## src/rtl/exe_mem_skid_reg.sv

```systemverilog
// EXE->MEM pipeline register with valid/ready handshake and a two-entry skid
// buffer. The main register drives mem_payload. The skid register absorbs the
// one word that is already in flight when the memory stage back-pressures.
// Both registers hold NOP_VALUE whenever they carry no valid entry, so a stale
// write enable can never reach the memory stage. A saturating counter records
// the cycles in which the memory stage stalls a valid entry.
module exe_mem_skid_reg #(
    parameter int                   PAYLOAD_W = 144,
    parameter logic [PAYLOAD_W-1:0] NOP_VALUE = {PAYLOAD_W{1'b0}},
    parameter int                   CNT_W     = 16
) (
    input  logic                 cpu_clk_50M,
    input  logic                 cpu_rst,
    input  logic                 flush,
    input  logic                 exe_valid,
    output logic                 exe_ready,
    input  logic [PAYLOAD_W-1:0] exe_payload,
    output logic                 mem_valid,
    input  logic                 mem_ready,
    output logic [PAYLOAD_W-1:0] mem_payload,
    output logic [1:0]           occupancy,
    output logic [CNT_W-1:0]     stall_cnt
);

    // The state encoding equals the number of held entries.
    typedef enum logic [1:0] {
        ST_EMPTY = 2'd0,
        ST_ONE   = 2'd1,
        ST_FULL  = 2'd2
    } state_e;

    state_e                 state_q, state_d;
    logic [PAYLOAD_W-1:0]   main_q, main_d;
    logic [PAYLOAD_W-1:0]   skid_q, skid_d;
    logic                   exe_ready_q, exe_ready_d;
    logic                   mem_valid_q, mem_valid_d;
    logic [CNT_W-1:0]       stall_q, stall_d;
    logic                   accept_s;
    logic                   pop_s;
    logic                   stall_s;

    // Handshake qualifiers. Both use only flop outputs on the local side.
    always_comb begin
        accept_s = exe_valid & exe_ready_q;
        pop_s    = mem_valid_q & mem_ready;
        stall_s  = mem_valid_q & ~mem_ready;
    end

    // Next-state and datapath selection. A flush overrides the handshake.
    always_comb begin
        state_d = state_q;
        main_d  = main_q;
        skid_d  = skid_q;
        if (flush) begin
            // A simultaneous pop has already been sampled downstream.
            // A simultaneous accept is dropped.
            state_d = ST_EMPTY;
            main_d  = NOP_VALUE;
            skid_d  = NOP_VALUE;
        end else begin
            case (state_q)
                ST_EMPTY: begin
                    if (accept_s) begin
                        state_d = ST_ONE;
                        main_d  = exe_payload;
                    end else begin
                        state_d = ST_EMPTY;
                    end
                end
                ST_ONE: begin
                    if (accept_s && pop_s) begin
                        main_d  = exe_payload;
                    end else if (accept_s) begin
                        state_d = ST_FULL;
                        skid_d  = exe_payload;
                    end else if (pop_s) begin
                        state_d = ST_EMPTY;
                        main_d  = NOP_VALUE;
                    end else begin
                        state_d = ST_ONE;
                    end
                end
                ST_FULL: begin
                    // exe_ready is low here, so exe_valid is never accepted.
                    if (pop_s) begin
                        state_d = ST_ONE;
                        main_d  = skid_q;
                        skid_d  = NOP_VALUE;
                    end else begin
                        state_d = ST_FULL;
                    end
                end
                default: begin
                    state_d = ST_EMPTY;
                    main_d  = NOP_VALUE;
                    skid_d  = NOP_VALUE;
                end
            endcase
        end
        exe_ready_d = (state_d != ST_FULL);
        mem_valid_d = (state_d != ST_EMPTY);
    end

    // Saturating stall counter. Only reset clears it; flush does not.
    always_comb begin
        stall_d = stall_q;
        if (stall_s && (stall_q != {CNT_W{1'b1}})) begin
            stall_d = stall_q + {{(CNT_W-1){1'b0}}, 1'b1};
        end else begin
            stall_d = stall_q;
        end
    end

    // State, payload and status registers with synchronous reset.
    always_ff @(posedge cpu_clk_50M) begin
        if (cpu_rst) begin
            state_q     <= ST_EMPTY;
            main_q      <= NOP_VALUE;
            skid_q      <= NOP_VALUE;
            exe_ready_q <= 1'b1;
            mem_valid_q <= 1'b0;
            stall_q     <= {CNT_W{1'b0}};
        end else begin
            state_q     <= state_d;
            main_q      <= main_d;
            skid_q      <= skid_d;
            exe_ready_q <= exe_ready_d;
            mem_valid_q <= mem_valid_d;
            stall_q     <= stall_d;
        end
    end

    // All outputs come straight from flops.
    always_comb begin
        exe_ready   = exe_ready_q;
        mem_valid   = mem_valid_q;
        mem_payload = main_q;
        occupancy   = state_q;
        stall_cnt   = stall_q;
    end

endmodule
```

## config.mk

```make
export PLATFORM = sky130hd
export DESIGN_NAME = exe_mem_skid_reg
export DESIGN_NICKNAME = d
export VERILOG_FILES = /design/src/rtl/exe_mem_skid_reg.sv
export SDC_FILE = /design/constraint.sdc
export NUM_CORES = 1
export LEC_CHECK = 0
export BUFFER_PORTS_ARGS = -buffer_cell sky130_fd_sc_hd__buf_2
export CAP_MARGIN = 20
export CORE_ASPECT_RATIO = 0.9
export CORE_UTILIZATION = 36
export DETAILED_ROUTE_END_ITERATION = 10
export GPL_TIMING_DRIVEN = 1
export PLACE_DENSITY = 0.68
export SYNTH_ARGS = -nofsm -noshare
export SYNTH_HDL_FRONTEND = slang
export SYNTH_SLANG_ARGS = --single-unit
export TNS_END_PERCENT = 10
```

## constraint.sdc

```tcl
create_clock -name cpu_clk_50M -period 2.9 [get_ports cpu_clk_50M]
set_clock_uncertainty 0.1 [all_clocks]
set_input_delay 0.29 -clock cpu_clk_50M [delete_from_list [all_inputs] [get_ports cpu_clk_50M]]
set_output_delay 0.29 -clock cpu_clk_50M [all_outputs]
set_load 0.05 [all_outputs]
```

==> out/qor.log, run 1 <==
qor: floorplan.floorplan.core_area 34110 µm²
qor: synthesis.edff_count_synth 0
qor: clocking.tritoncts done
qor: clocking.tritoncts_num_sinks 308
qor: setup_path.critical_path_class flop to output pin
qor: floorplan.effective_utilization_at_floorplan 0.3671
qor: synthesis.yosysSeqAreaShare 0.4924
qor: placed_design.dp_hpwl 22.35 mm
qor: clocking.clock_tree.root_cell clkbuf_16
qor: synthesis.synthesis.area 12520 µm²
qor: drt.routed-via-count 12446
qor: synthesis.synth_async_sr_flop_share 0
qor: drt.drtIter0Drc 988
qor: global_routing.grt_pass1_wl 65.41 mm
qor: drt.drt_pre_antenna_iters 5
qor: sta.finalCritPeriodShare 0.7913
qor: setup_path.crit_path_max_fanout 54
qor: synthesis.synthesis.nets 1443
qor: pwr.sequentialPowerShare 0.434
qor: sta.rsz_0062_raised_after_global_routing false
qor: placed_design.place_area 14340 µm²
qor: sta.timing.setup.tns 0 ps
qor: clocking.clk_latency 510 ps
qor: finish.mostFrequentLayoutCells 312 x buf_2, 306 x dfxtp_1, 157 x a21oi_1
qor: setup_path.critPathLaunchType flop
qor: global_routing.groute.usage.overall 0.2284
qor: global_routing.largest_net_degree_at_the_start_of_global_routing 146
qor: sta.timing.max_slew.rel_slack 0.4804
qor: finish.post_route_cells_drive_above_1_share 0.2397
qor: pwr.leakagePower 6.236 nW
qor: pwr.clock_power_share 0.444
qor: floorplan.die_area 35540 µm²
qor: synthesis.syn_area_cell 9.685 µm²
qor: finish.area_growth 35.23%
qor: floorplan.chipHeight 178.9 µm
qor: clocking.cts.reportedPaths.clkPinSlew 60 ps
qor: synthesis.synth_seq_cells 308
qor: synthesis.yosys.cell_types.count 47
qor: clocking.ctsResizeCount 0
qor: clocking.cts_post_setup_buffers_inserted 0
qor: synthesis.netlist.area_leader.share 0.4924
qor: placed_design.place_congestion 0.7980
qor: pwr.power.internal 7.442 mW
qor: floorplan.rows 64
qor: pwr.power_frac_comb 0.122
qor: setup_path.arrival 1900 ps
qor: synthesis.ys.flop_type dfxtp_1
qor: finish.nNetsFinal 1796
qor: synthesis.synthTopCellsByArea dfxtp_1 49%, nand4b_1 10%, o2bb2ai_1 10%
qor: pwr.p_switching 2.640 mW
qor: pwr.swShare 0.2618
qor: status.run_status finished clean
qor: setup_path.critical_path_required 2510 ps
qor: sta.setup-violations-final 0
qor: min_path.hold_path_class input port to flop
qor: finish.mostFrequentLayoutCell buf_2
qor: drt.detail_route.wl_per_cell 19.95 µm
qor: global_routing.antenna_violations_before_repair 0
qor: drt.drt-vias-per-instance 5.838
qor: sta.report.final.slew_viol_count 0
qor: pwr.power_density 595.3 nW/µm²
qor: global_routing.via_count_of_the_first_global_routing_pass 11942
qor: run.cap_violations 0
qor: pwr.peakVddDrop 0.0003943 V
qor: sta.post-route-min-period 2295 ps
qor: clocking.clock_path_buffers 3
qor: global_routing.grt.overflow.total 0
qor: sta.worst-slew-pin-transition 779.5 ps
qor: drt.detail_route.drc_violations 0
qor: sta.fin_hold_ws 72.95 ps
qor: synthesis.ys_warn_count 0
qor: synthesis.synth_top_cell_by_area dfxtp_1
qor: sta.final_hold_viol_count 0
qor: drt.postRouteWirelength 42.54 mm
qor: floorplan.dieWidth 198.6 µm
qor: drt.antenna_violating_nets_post_route 0
qor: clocking.htree_levels 2
qor: setup_path.cp-end-kind output pin
qor: placed_design.numPortBuffers 312
qor: floorplan.top_level_ports 313
qor: synthesis.synthesis.instances 1293
qor: clocking.cts_buffers 35
qor: finish.design_area 16940 µm²
qor: sta.clock.fmax 0.4357 GHz
==> stage by stage <==
step             util  std cells  power, mW  setup slack (ps)
6_report       0.4964       2132      10.08             605.1
4_1_cts        0.4964       2131      10.17             588.0
3_5_place_dp   0.4202       1927      5.532             781.1
3_3_place_gp   0.4202       1927      5.525             801.5
5_1_grt        0.4964       2131      10.45             531.3
2_1_floorplan       -       1293      5.132             634.8
==> repair_timing <==
action	in CTS	in global routing
hold buffers	144	0
setup endpoints to repair	0	0
hold endpoints to repair	277	0
==> cells in the mapped netlist (2+ instances only) <==
master / instances
buf_4: 3
nand3_1: 8
o21ai_1: 6
inv_1: 4
nand4_1: 4
nand4b_1: 144
nor2_1: 8
o2bb2ai_1: 144
clkbuf_1: 113
and4_1: 2
dfxtp_1: 308
o21a_1: 2
nor2b_1: 5
nand2b_1: 2
nor3_1: 3
nand2_1: 5
a21oi_1: 157
o21ai_0: 147
a22oi_1: 144
nor2_2: 2
buf_2: 44
and3_1: 2
or3_1: 12
==> cells by family (layout without fill, tap and decap cells) <==
kind of cell | after synthesis | count (layout) | synth area share
and+or+nand+nor | 206 | 206 | 0.1300
AOI/OAI and AO/OA | 609 | 609 | 0.3186
xor gates and xnor gates | 1 | 1 | 0.0006995
other | 0 | 1 | 0
DFF | 308 | 308 | 0.4924
adders and majority gates | 1 | 1 | 0.0009989
buffers and inverters | 166 | 542 | 0.05565
muxes | 2 | 2 | 0.001698
==> cell type report <==
type / instances / area (µm²)
Fill cell: 3115 / 17180
Sequential cell: 308 / 6173
Multi-Input combinational cell: 819 / 5717
Timing Repair Buffer: 478 / 3293
Clock buffer: 53 / 1067
Tap cell: 462 / 578.1
Clock inverter: 7 / 88.84
Inverter: 4 / 15.01
Antenna cell: 1 / 2.502
==> power by group through the flow <==
stage	Sequential, mW	Clock [mW]	Combinational [mW]
after floorplan	4.71	0	0.421
after global placement	4.46	0	1.06
after detailed placement	4.46	0	1.07
after CTS	4.37	4.57	1.23
after global routing	4.38	4.76	1.31
final	4.38	4.47	1.23
==> worst paths after layout <==
check             cells after the start  slack, ps                         start                      endpoint
hold reg to reg                       1        360  mem_payload[53]$_SDFFE_PP0P_  mem_payload[53]$_SDFFE_PP0P_
hold / removal                        2         70                       cpu_rst     stall_cnt[1]$_SDFFE_PP0P_
setup / recovery                      2        610       occupancy[1]$_SDFF_PP0_                  occupancy[1]
setup reg to reg                      5        620       occupancy[0]$_SDFF_PP0_  mem_payload[96]$_SDFFE_PP0P_
==> metal layers <==
layer  global-route usage  vias up  routed length [µm]
li1                     -     5750                   -
met1               0.3126     6106               19130
met2               0.3596      509               19370
met3              0.04458       81                2937
met4              0.07404        0                1094
met5                    0        -                   0
==> flip-flops by register name, summed over array words and instances, names as in the netlist <==
signal and count:
stall_cnt 16, exe_ready 1, mem_valid 1, occupancy 2, mem_payload 144, skid_q 144
==> critical path: stages (launching register included) <==
cell and delay [ps]:
dfxtp_4 520, buf_4 510, buf_2 360
Power figures use the tool's default switching activity.
==> run 2, diff against run 1 <==
ABC_AREA = 1   (was unset)
PLACE_DENSITY = 0.67   (was 0.68)
clock period = 2.2 ns   (was 2.9 ns; I/O delays follow)
==> run 2 against run 1 <==
Compared with the run above: critical path depth is the same; sequential share of layout area shrank 3.0 points; synthesized cell count grew 62%; flip-flop and latch count is the same; final area grew 9.0%; power grew 38%; register-to-register slack lost 360 ps; combinational power grew 79%; first-iteration DRC count grew 17%; clock power grew 33%; critical path type unchanged; highest routed layer is now met5.
==> out/qor.log, run 2 <==
qor: clocking.cts.hold.buffers_added 113 [was 144]
qor: sta.post-route-worst-setup-slack 212.9 ps [was 605.1 ps]
qor: setup_path.timing.critical_path.slowest_cell_delay 430 ps [was 520 ps]
qor: global_routing.grt.overflow.total 0 [unchanged]
qor: setup_path.critical_path_class flop to output pin [unchanged]
qor: drt.drt-vias-per-instance 4.975 [was 5.838]
qor: setup_path.critical_register_to_register_path_endpoint skid_q[29]$_SDFFE_PP0P_ [was mem_payload[96]$_SDFFE_PP0P_]
qor: synthesis.yosys.cell_count.top_type nand2_1 [was dfxtp_1]
qor: placed_design.place_worst_setup_slack 164.7 ps [was 781.1 ps]
qor: sta.finalCritPeriodShare 0.9032
qor: synthesis.synth_async_sr_flop_share 0 [unchanged]
qor: global_routing.grt_pass1_wl 72.79 mm [was 65.41 mm]
qor: floorplan.top_level_ports 313 [unchanged]
qor: setup_path.worst-r2r-cell-count 6 [was 5]
qor: synthesis.synth_seq_cells 308 [unchanged]
qor: synthesis.ys_warn_count 0 [unchanged]
qor: pwr.p_switching 3.916 mW [was 2.640 mW]
qor: sta.timing.setup.tns 0 ps [unchanged]
qor: clocking.tritoncts_num_sinks 308 [unchanged]
qor: clocking.tritoncts done [unchanged]
qor: floorplan.rows 68 [was 64]
qor: clocking.ctsResizeCount 0 [unchanged]
qor: run.cap_violations 0 [unchanged]
qor: setup_path.crit_path_max_fanout 26 [was 54]
qor: clocking.clk_latency 520 ps [was 510 ps]
qor: pwr.swShare 0.2805 [was 0.2618]
qor: floorplan.floorplan.core_area 38370 µm² [was 34110 µm²]
qor: synthesis.synthesis.instances 2089 [was 1293]
qor: clocking.cts.reportedPaths.clkPinSlew 60 ps [about the same]
qor: status.run_status finished clean [unchanged]
qor: min_path.hold_path_class input port to flop [unchanged]
qor: synthesis.edff_count_synth 0 [unchanged]
qor: placed_design.numPortBuffers 312 [unchanged]
qor: finish.mostFrequentLayoutCells 563 x nand2_1, 312 x buf_2, 306 x dfxtp_1 [was 312 x buf_2, 306 x dfxtp_1, 157 x a21oi_1]
qor: clocking.cts_buffers 35 [unchanged]
qor: drt.antenna_violating_nets_post_route 0 [unchanged]
qor: finish.nNetsFinal 2584 [was 1796]
qor: sta.post-route-min-period 1987 ps
qor: sta.timing.max_slew.rel_slack 0.4896 [was 0.4804]
qor: drt.drt_pre_antenna_iters 5 [unchanged]
qor: pwr.power_density 756.6 nW/µm² [was 595.3 nW/µm²]
qor: setup_path.critPathLaunchType flop [unchanged]
qor: sta.fin_hold_ws 36.56 ps [was 72.95 ps]
qor: min_path.worstHoldStart exe_payload[44] [was cpu_rst]
qor: sta.rsz_0062_raised_after_global_routing false [unchanged]
qor: pwr.leakagePower 8.007 nW [was 6.236 nW]
qor: setup_path.cp-end-kind output pin [unchanged]
qor: drt.detail_route.drc_violations 0 [unchanged]
qor: min_path.whs_path_depth 5 [was 2]
qor: synthesis.netlist.area_leader.share 0.4402 [was 0.4924]
qor: clocking.htree_levels 2 [unchanged]
qor: sta.setup-violations-final 0 [unchanged]
qor: clocking.clock_tree.root_cell clkbuf_16 [unchanged]
qor: synthesis.yosys.cell_types.count 28 [was 47]
qor: min_path.hold_path_end mem_payload[44]$_SDFFE_PP0P_ [was stall_cnt[1]$_SDFFE_PP0P_]
qor: floorplan.dieWidth 209.9 µm [was 198.6 µm]
qor: setup_path.r2r_start mem_valid$_SDFF_PP0_ [was occupancy[0]$_SDFF_PP0_]
qor: synthesis.netlist_top_cells_count 563 x nand2_1, 308 x dfxtp_1, 300 x a21oi_1, 248 x inv_1, 155 x o21ai_0 [was 308 x dfxtp_1, 157 x a21oi_1, 147 x o21ai_0]
qor: global_routing.via_count_of_the_first_global_routing_pass 13965 [was 11942]
qor: finish.area_growth 31.73% [was 35.23%]
qor: synthesis.synthTopCellsByArea dfxtp_1 44%, nand2_1 15%, a21oi_1 11% [was dfxtp_1 49%, nand4b_1 10%, o2bb2ai_1 10%]
qor: synthesis.yosysSeqAreaShare 0.4402 [was 0.4924]
qor: global_routing.antenna_violations_before_repair 8 [was 0]
qor: sta.worst-slew-pin-transition 765.6 ps [was 779.5 ps]
qor: sta.clock.fmax 0.5033 GHz
qor: global_routing.largest_net_degree_at_the_start_of_global_routing 127 [was 146]
qor: floorplan.die_area 39710 µm² [was 35540 µm²]
qor: setup_path.regToRegSetupSlack 260 ps [was 620 ps]
qor: finish.post_route_cells_drive_above_1_share 0.1736 [was 0.2397]
qor: finish.mostFrequentLayoutCell nand2_1 [was buf_2]
qor: floorplan.effective_utilization_at_floorplan 0.3651 [was 0.3671]
qor: setup_path.timing.critical_path.buf_inv 2 [unchanged]
qor: pwr.peakVddDrop 0.0005059 V [was 0.0003943 V]
qor: global_routing.groute.usage.overall 0.2255 [was 0.2284]
qor: setup_path.critical_path_required 1880 ps [was 2510 ps]
qor: synthesis.ys.flop_type dfxtp_1 [unchanged]
qor: drt.postRouteWirelength 45.77 mm [was 42.54 mm]
qor: floorplan.chipHeight 189.1 µm [was 178.9 µm]
qor: placed_design.place_congestion 0.8352 [was 0.7980]
qor: clocking.clock_path_buffers 3 [unchanged]
qor: setup_path.worst_path_dominant_cell_family buffers and inverters [unchanged]
qor: clocking.cts_post_setup_buffers_inserted 0 [unchanged]
qor: sta.final_hold_viol_count 0 [unchanged]
qor: drt.drtIter0Drc 1160 [was 988]
qor: synthesis.synthesis.nets 2239 [was 1443]
qor: drt.routed-via-count 14874 [was 12446]
qor: pwr.power_frac_comb 0.157 [was 0.122]
qor: synthesis.synthesis.area 14010 µm² [was 12520 µm²]
qor: sta.report.final.slew_viol_count 0 [unchanged]
qor: synthesis.syn_area_cell 6.706 µm² [was 9.685 µm²]
qor: pwr.clock_power_share 0.425 [was 0.444]
qor: pwr.sequentialPowerShare 0.417 [was 0.434]
qor: setup_path.arrival 1670 ps [was 1900 ps]
qor: pwr.power.internal 10.05 mW [was 7.442 mW]
qor: drt.detail_route.wl_per_cell 15.31 µm [was 19.95 µm]
qor: setup_path.critical_path.slowest_cell dfxtp_2 [was dfxtp_4]
qor: setup_path.path_cells buf_4 -> buf_2 [unchanged]
qor: setup_path.crit_path_from occupancy[0]$_SDFF_PP0_ [was occupancy[1]$_SDFF_PP0_]
qor: placed_design.dp_hpwl 28.20 mm [was 22.35 mm]
qor: synthesis.synth_top_cell_by_area dfxtp_1 [unchanged]
## run 2: routing by layer
metal | track usage | share of wire | wire [µm] | vias up
li1 | - | - | - | 7396
met1 | 0.2927 | 0.45 | 20650 | 6870
met2 | 0.3713 | 0.46 | 20930 | 532
met3 | 0.05590 | 0.073 | 3341 | 72
met4 | 0.06148 | 0.018 | 832 | 4
met5 | 0 | 0.00044 | 20 | -
## run 2: final cells by class
cell class,instances,area (µm²)
inverter,253,962.2
antenna,6,15.01
clock inverter,9,75.07
timing repair buffer,466,3201
sequential,308,6168
fill,3769,19920
tap,525,656.9
multi-input combinational,1370,6269
clock buffer,53,1106
## run 2: how the worst max path moves through the flow
stage                              endpoint  cells after the start
5_1_grt             skid_q[55]$_SDFFE_PP0P_                      6
3_5_place_dp     stall_cnt[13]$_SDFFE_PP0P_                      9
3_3_place_gp     stall_cnt[13]$_SDFFE_PP0P_                      9
6_report                       occupancy[0]                      2
4_1_cts          stall_cnt[13]$_SDFFE_PP0P_                      9
2_1_floorplan  mem_payload[55]$_SDFFE_PP0P_                      8
## run 2: kinds of logic (layout without fill, tap and decap cells)
| logic type | count (synthesis) | after routing | share of synthesized area |
|---|---|---|---|
| compound gates | 573 | 573 | 0.2182 |
| xor+xnor | 7 | 7 | 0.004377 |
| fa+ha+maj | 1 | 1 | 0.0008930 |
| buf+inv | 411 | 781 | 0.1162 |
| flops | 308 | 308 | 0.4402 |
| other cells | 0 | 6 | 0 |
| simple gates | 789 | 789 | 0.2202 |
## run 2: tightest hold or removal path, stage by stage
cell,delay (ps)
buf_2,110
nand2_1,60
o22ai_1,100
nand2_1,70
a21oi_1,50
## run 2: metrics by stage
stage,power (mW),std cells,instance area (µm²),utilization
after CTS,14.10,2983,18430,0.4803
after detailed placement,7.974,2808,16120,0.4200
final,13.96,2990,18450,0.4809
after global placement,7.939,2808,16120,0.4200
after global routing,14.57,2989,18450,0.4808
after floorplan,7.301,2089,14010,-
## run 2: power groups by stage
| stage | combinational, mW | clock, mW | sequential [mW] |
|---|---|---|---|
| global route | 2.39 | 6.34 | 5.84 |
| detailed placement | 2.03 | 0 | 5.94 |
| finish | 2.20 | 5.94 | 5.83 |
| CTS | 2.19 | 6.08 | 5.82 |
| floorplan | 0.978 | 0 | 6.32 |
| global placement | 2.00 | 0 | 5.94 |
==> run 3, diff against run 2 <==
CORE_MARGIN = 1.5   (was unset)
CORE_UTILIZATION = 55   (was 36)
PLACE_DENSITY = 0.91   (was 0.67)
REMOVE_ABC_BUFFERS = 1   (was unset)
==> run 3 against run 2 <==
Compared with the run above: global-route usage is 11 points higher; wire length is 1.1% lower; the run now ends with negative setup slack left; utilization is 23 points higher; hold slack worse by 16 ps; highest routed layer is now met4.
==> out/qor.log, run 3 (same netlist as run 2, synthesis figures left out) <==
qor: drt.drtIter0Drc 2049 [was 1160]
qor: pwr.p_switching 3.934 mW [was 3.916 mW]
qor: min_path.hold_path_class input port to flop [unchanged]
qor: pwr.sequentialPowerShare 0.409 [was 0.417]
qor: global_routing.groute.usage.overall 0.3306 [was 0.2255]
qor: drt.postRouteWirelength 45.26 mm [was 45.77 mm]
qor: sta.post-route-min-period 2240 ps [was 1987 ps]
qor: global_routing.antenna_violations_before_repair 4 [was 8]
qor: pwr.clock_power_share 0.442 [was 0.425]
qor: sta.final_hold_viol_count 0 [unchanged]
qor: global_routing.grt_pass1_wl 71.78 mm [was 72.79 mm]
qor: drt.detail_route.wl_per_cell 16.38 µm [was 15.31 µm]
qor: setup_path.r2r_start occupancy[0]$_SDFF_PP0_ [was mem_valid$_SDFF_PP0_]
qor: sta.clock.fmax 0.4464 GHz [was 0.5033 GHz]
qor: pwr.leakagePower 7.834 nW [was 8.007 nW]
qor: setup_path.critical_path_required 2500 ps [was 1880 ps]
qor: pwr.power.internal 10.35 mW [was 10.05 mW]
qor: clocking.htree_levels 2 [unchanged]
qor: pwr.power_frac_comb 0.149 [was 0.157]
qor: setup_path.critical_register_to_register_path_endpoint mem_payload[4]$_SDFFE_PP0P_ [was skid_q[29]$_SDFFE_PP0P_]
qor: sta.worst-slew-pin-transition 755.3 ps [was 765.6 ps]
qor: clocking.tritoncts done [unchanged]
qor: sta.rsz_0062_raised_after_global_routing true [was false]
qor: clocking.clock_tree.root_cell clkbuf_16 [unchanged]
qor: floorplan.die_area 26440 µm² [was 39710 µm²]
qor: status.failed_checks negative setup slack
qor: finish.area_growth 27.21% [was 31.73%]
qor: run.cap_violations 0 [unchanged]
qor: finish.final-instance-count-excl-fill 2763 [was 2990]
qor: floorplan.top_level_ports 313 [unchanged]
qor: setup_path.crit_path_max_fanout 144 [was 26]
qor: setup_path.regToRegSetupSlack -40 ps [was 260 ps]
qor: clocking.clk_latency 500 ps [was 520 ps]
qor: sta.fin_hold_ws 20.56 ps [was 36.56 ps]
qor: finish.nNetsFinal 2541 [was 2584]
qor: setup_path.crit_path_from occupancy[0]$_SDFF_PP0_ [unchanged]
qor: sta.post-route-worst-setup-slack -40.22 ps [was 212.9 ps]
qor: floorplan.chipHeight 154.4 µm [was 189.1 µm]
qor: setup_path.critPathCapture mem_payload[4]$_SDFFE_PP0P_ [was occupancy[0]]
qor: setup_path.arrival 2540 ps [was 1670 ps]
qor: drt.drt_pre_antenna_iters 6 [was 5]
qor: clocking.clock_path_buffers 3 [unchanged]
qor: floorplan.floorplan.core_area 25050 µm² [was 38370 µm²]
qor: placed_design.numPortBuffers 312 [unchanged]
qor: setup_path.critical_path_class flop to flop [was flop to output pin]
qor: global_routing.largest_net_degree_at_the_start_of_global_routing 145 [was 127]
qor: clocking.tritoncts_num_sinks 308 [unchanged]
qor: floorplan.dieWidth 171.2 µm [was 209.9 µm]
qor: status.run_status finished, violations left [was finished clean]
qor: floorplan.effective_utilization_at_floorplan 0.5592 [was 0.3651]
qor: drt.antenna_violating_nets_post_route 0 [unchanged]
qor: pwr.peakVddDrop 0.0006614 V [was 0.0005059 V]
qor: clocking.cts_post_setup_buffers_inserted 0 [unchanged]
qor: finish.mostFrequentLayoutCell nand2_1 [unchanged]
qor: finish.post_route_cells_drive_above_1_share 0.1746 [was 0.1736]
qor: setup_path.cp-end-kind flop [was output pin]
qor: drt.detail_route.drc_violations 0 [unchanged]
qor: global_routing.via_count_of_the_first_global_routing_pass 14805 [was 13965]
qor: placed_design.dpl.cell_count 2621 [was 2808]
qor: sta.finalCritPeriodShare 1.018 [was 0.9032]
qor: sta.setup-violations-final 2 [was 0]
qor: setup_path.critPathLaunchType flop [unchanged]
qor: sta.report.final.slew_viol_count 0 [unchanged]
qor: global_routing.grt.overflow.total 0 [unchanged]
qor: pwr.power_density 801.5 nW/µm² [was 756.6 nW/µm²]
qor: sta.timing.max_slew.rel_slack 0.4965 [was 0.4896]
qor: finish.mostFrequentLayoutCells 563 x nand2_1, 312 x buf_2, 308 x dfxtp_1 [was 563 x nand2_1, 312 x buf_2, 306 x dfxtp_1]
qor: clocking.cts.reportedPaths.clkPinSlew 60 ps [about the same]
qor: pwr.swShare 0.2755 [was 0.2805]
qor: drt.drt-vias-per-instance 5.679 [was 4.975]
qor: placed_design.dp_hpwl 25.62 mm [was 28.20 mm]
qor: setup_path.worst-r2r-cell-count 7 [was 6]
qor: placed_design.place_congestion 0.9110 [was 0.8352]
qor: clocking.cts_buffers 34 [was 35]
qor: floorplan.rows 55 [was 68]
qor: drt.routed-via-count 15692 [was 14874]
==> run 3: cell count changes in the layout (fill, tap and decap cells not counted), moves of 2 or more <==
| cell | change |
|---|---|
| buf_12 | -5 |
| bufinv_16 | +4 |
| clkbuf_8 | -3 |
| dfxtp_1 | +2 |
| dfxtp_2 | -2 |
| diode_2 | -2 |
| dlygate4sd3_1 | -37 |
==> run 3: stage by stage <==
| step | total power [mW] | utilization | cell area, µm² | setup slack, ps | TNS [ps] |
|---|---|---|---|---|---|
| floorplan | 7.238 | - | 13330 | -6738 | -1487250 |
| global placement | 7.844 | 0.6301 | 15780 | 140.6 | 0 |
| detailed placement | 7.896 | 0.6301 | 15780 | 108.3 | 0 |
| CTS | 14.23 | 0.7109 | 17810 | 104.3 | 0 |
| global route | 14.72 | 0.7114 | 17820 | -28.44 | -82.87 |
| finish | 14.28 | 0.7114 | 17820 | -40.22 | -52.37 |
==> run 3: layer usage <==
layer	part of all wire	wire [µm]	global-route usage
met5	0	0	0
met1	0.38	17320	0.4087
met4	0.047	2111	0.1863
met2	0.46	20720	0.5273
met3	0.11	5112	0.08035
==> run 3: area by class of cell <==
type | instances | area, µm²
flip-flops and latches | 308 | 6166
clock inverters | 13 | 202.7
clock buffers | 49 | 1061
inverters | 253 | 960.9
diodes | 4 | 10.01
well taps | 342 | 427.9
repair buffers | 424 | 2730
fillers | 1885 | 7228
multi-input cells | 1370 | 6262
==> run 3: power by group through the flow <==
stage | Sequential, mW | Clock, mW | Combinational (mW)
final | 5.84 | 6.31 | 2.13
after global routing | 5.85 | 6.58 | 2.29
after CTS | 5.83 | 6.34 | 2.06
after detailed placement | 5.95 | 0 | 1.95
after global placement | 5.94 | 0 | 1.90
after floorplan | 6.34 | 0 | 0.902
==> run 3: worst min path at each step <==
stage                                  from                       endpoint  slack (ps)  cells past startpoint
global route               exe_payload[125]  mem_payload[125]$_SDFFE_PP0P_          20                      5
floorplan                           cpu_rst     stall_cnt[10]$_SDFFE_PP0P_         190                      1
global placement    skid_q[32]$_SDFFE_PP0P_        skid_q[32]$_SDFFE_PP0P_         330                      2
finish                      exe_payload[33]   mem_payload[33]$_SDFFE_PP0P_          20                      5
CTS                         exe_payload[33]   mem_payload[33]$_SDFFE_PP0P_         0.5                      5
detailed placement  skid_q[48]$_SDFFE_PP0P_        skid_q[48]$_SDFFE_PP0P_         340                      2
==> run 3: repair_timing <==
action | CTS | global route
hold endpoints to repair | 95 | 0
gates resized for setup | 0 | 1
setup endpoints to repair | 0 | 18
hold buffers | 76 | 0
==> run 3: worst max-delay path, cell delays in order, from the launching register on <==
cell	delay, ps
dfxtp_1	560
nand2_4	110
inv_2	80
o21ai_2	80
nand2_4	100
buf_12	470
nand2_1	210
a21oi_1	290
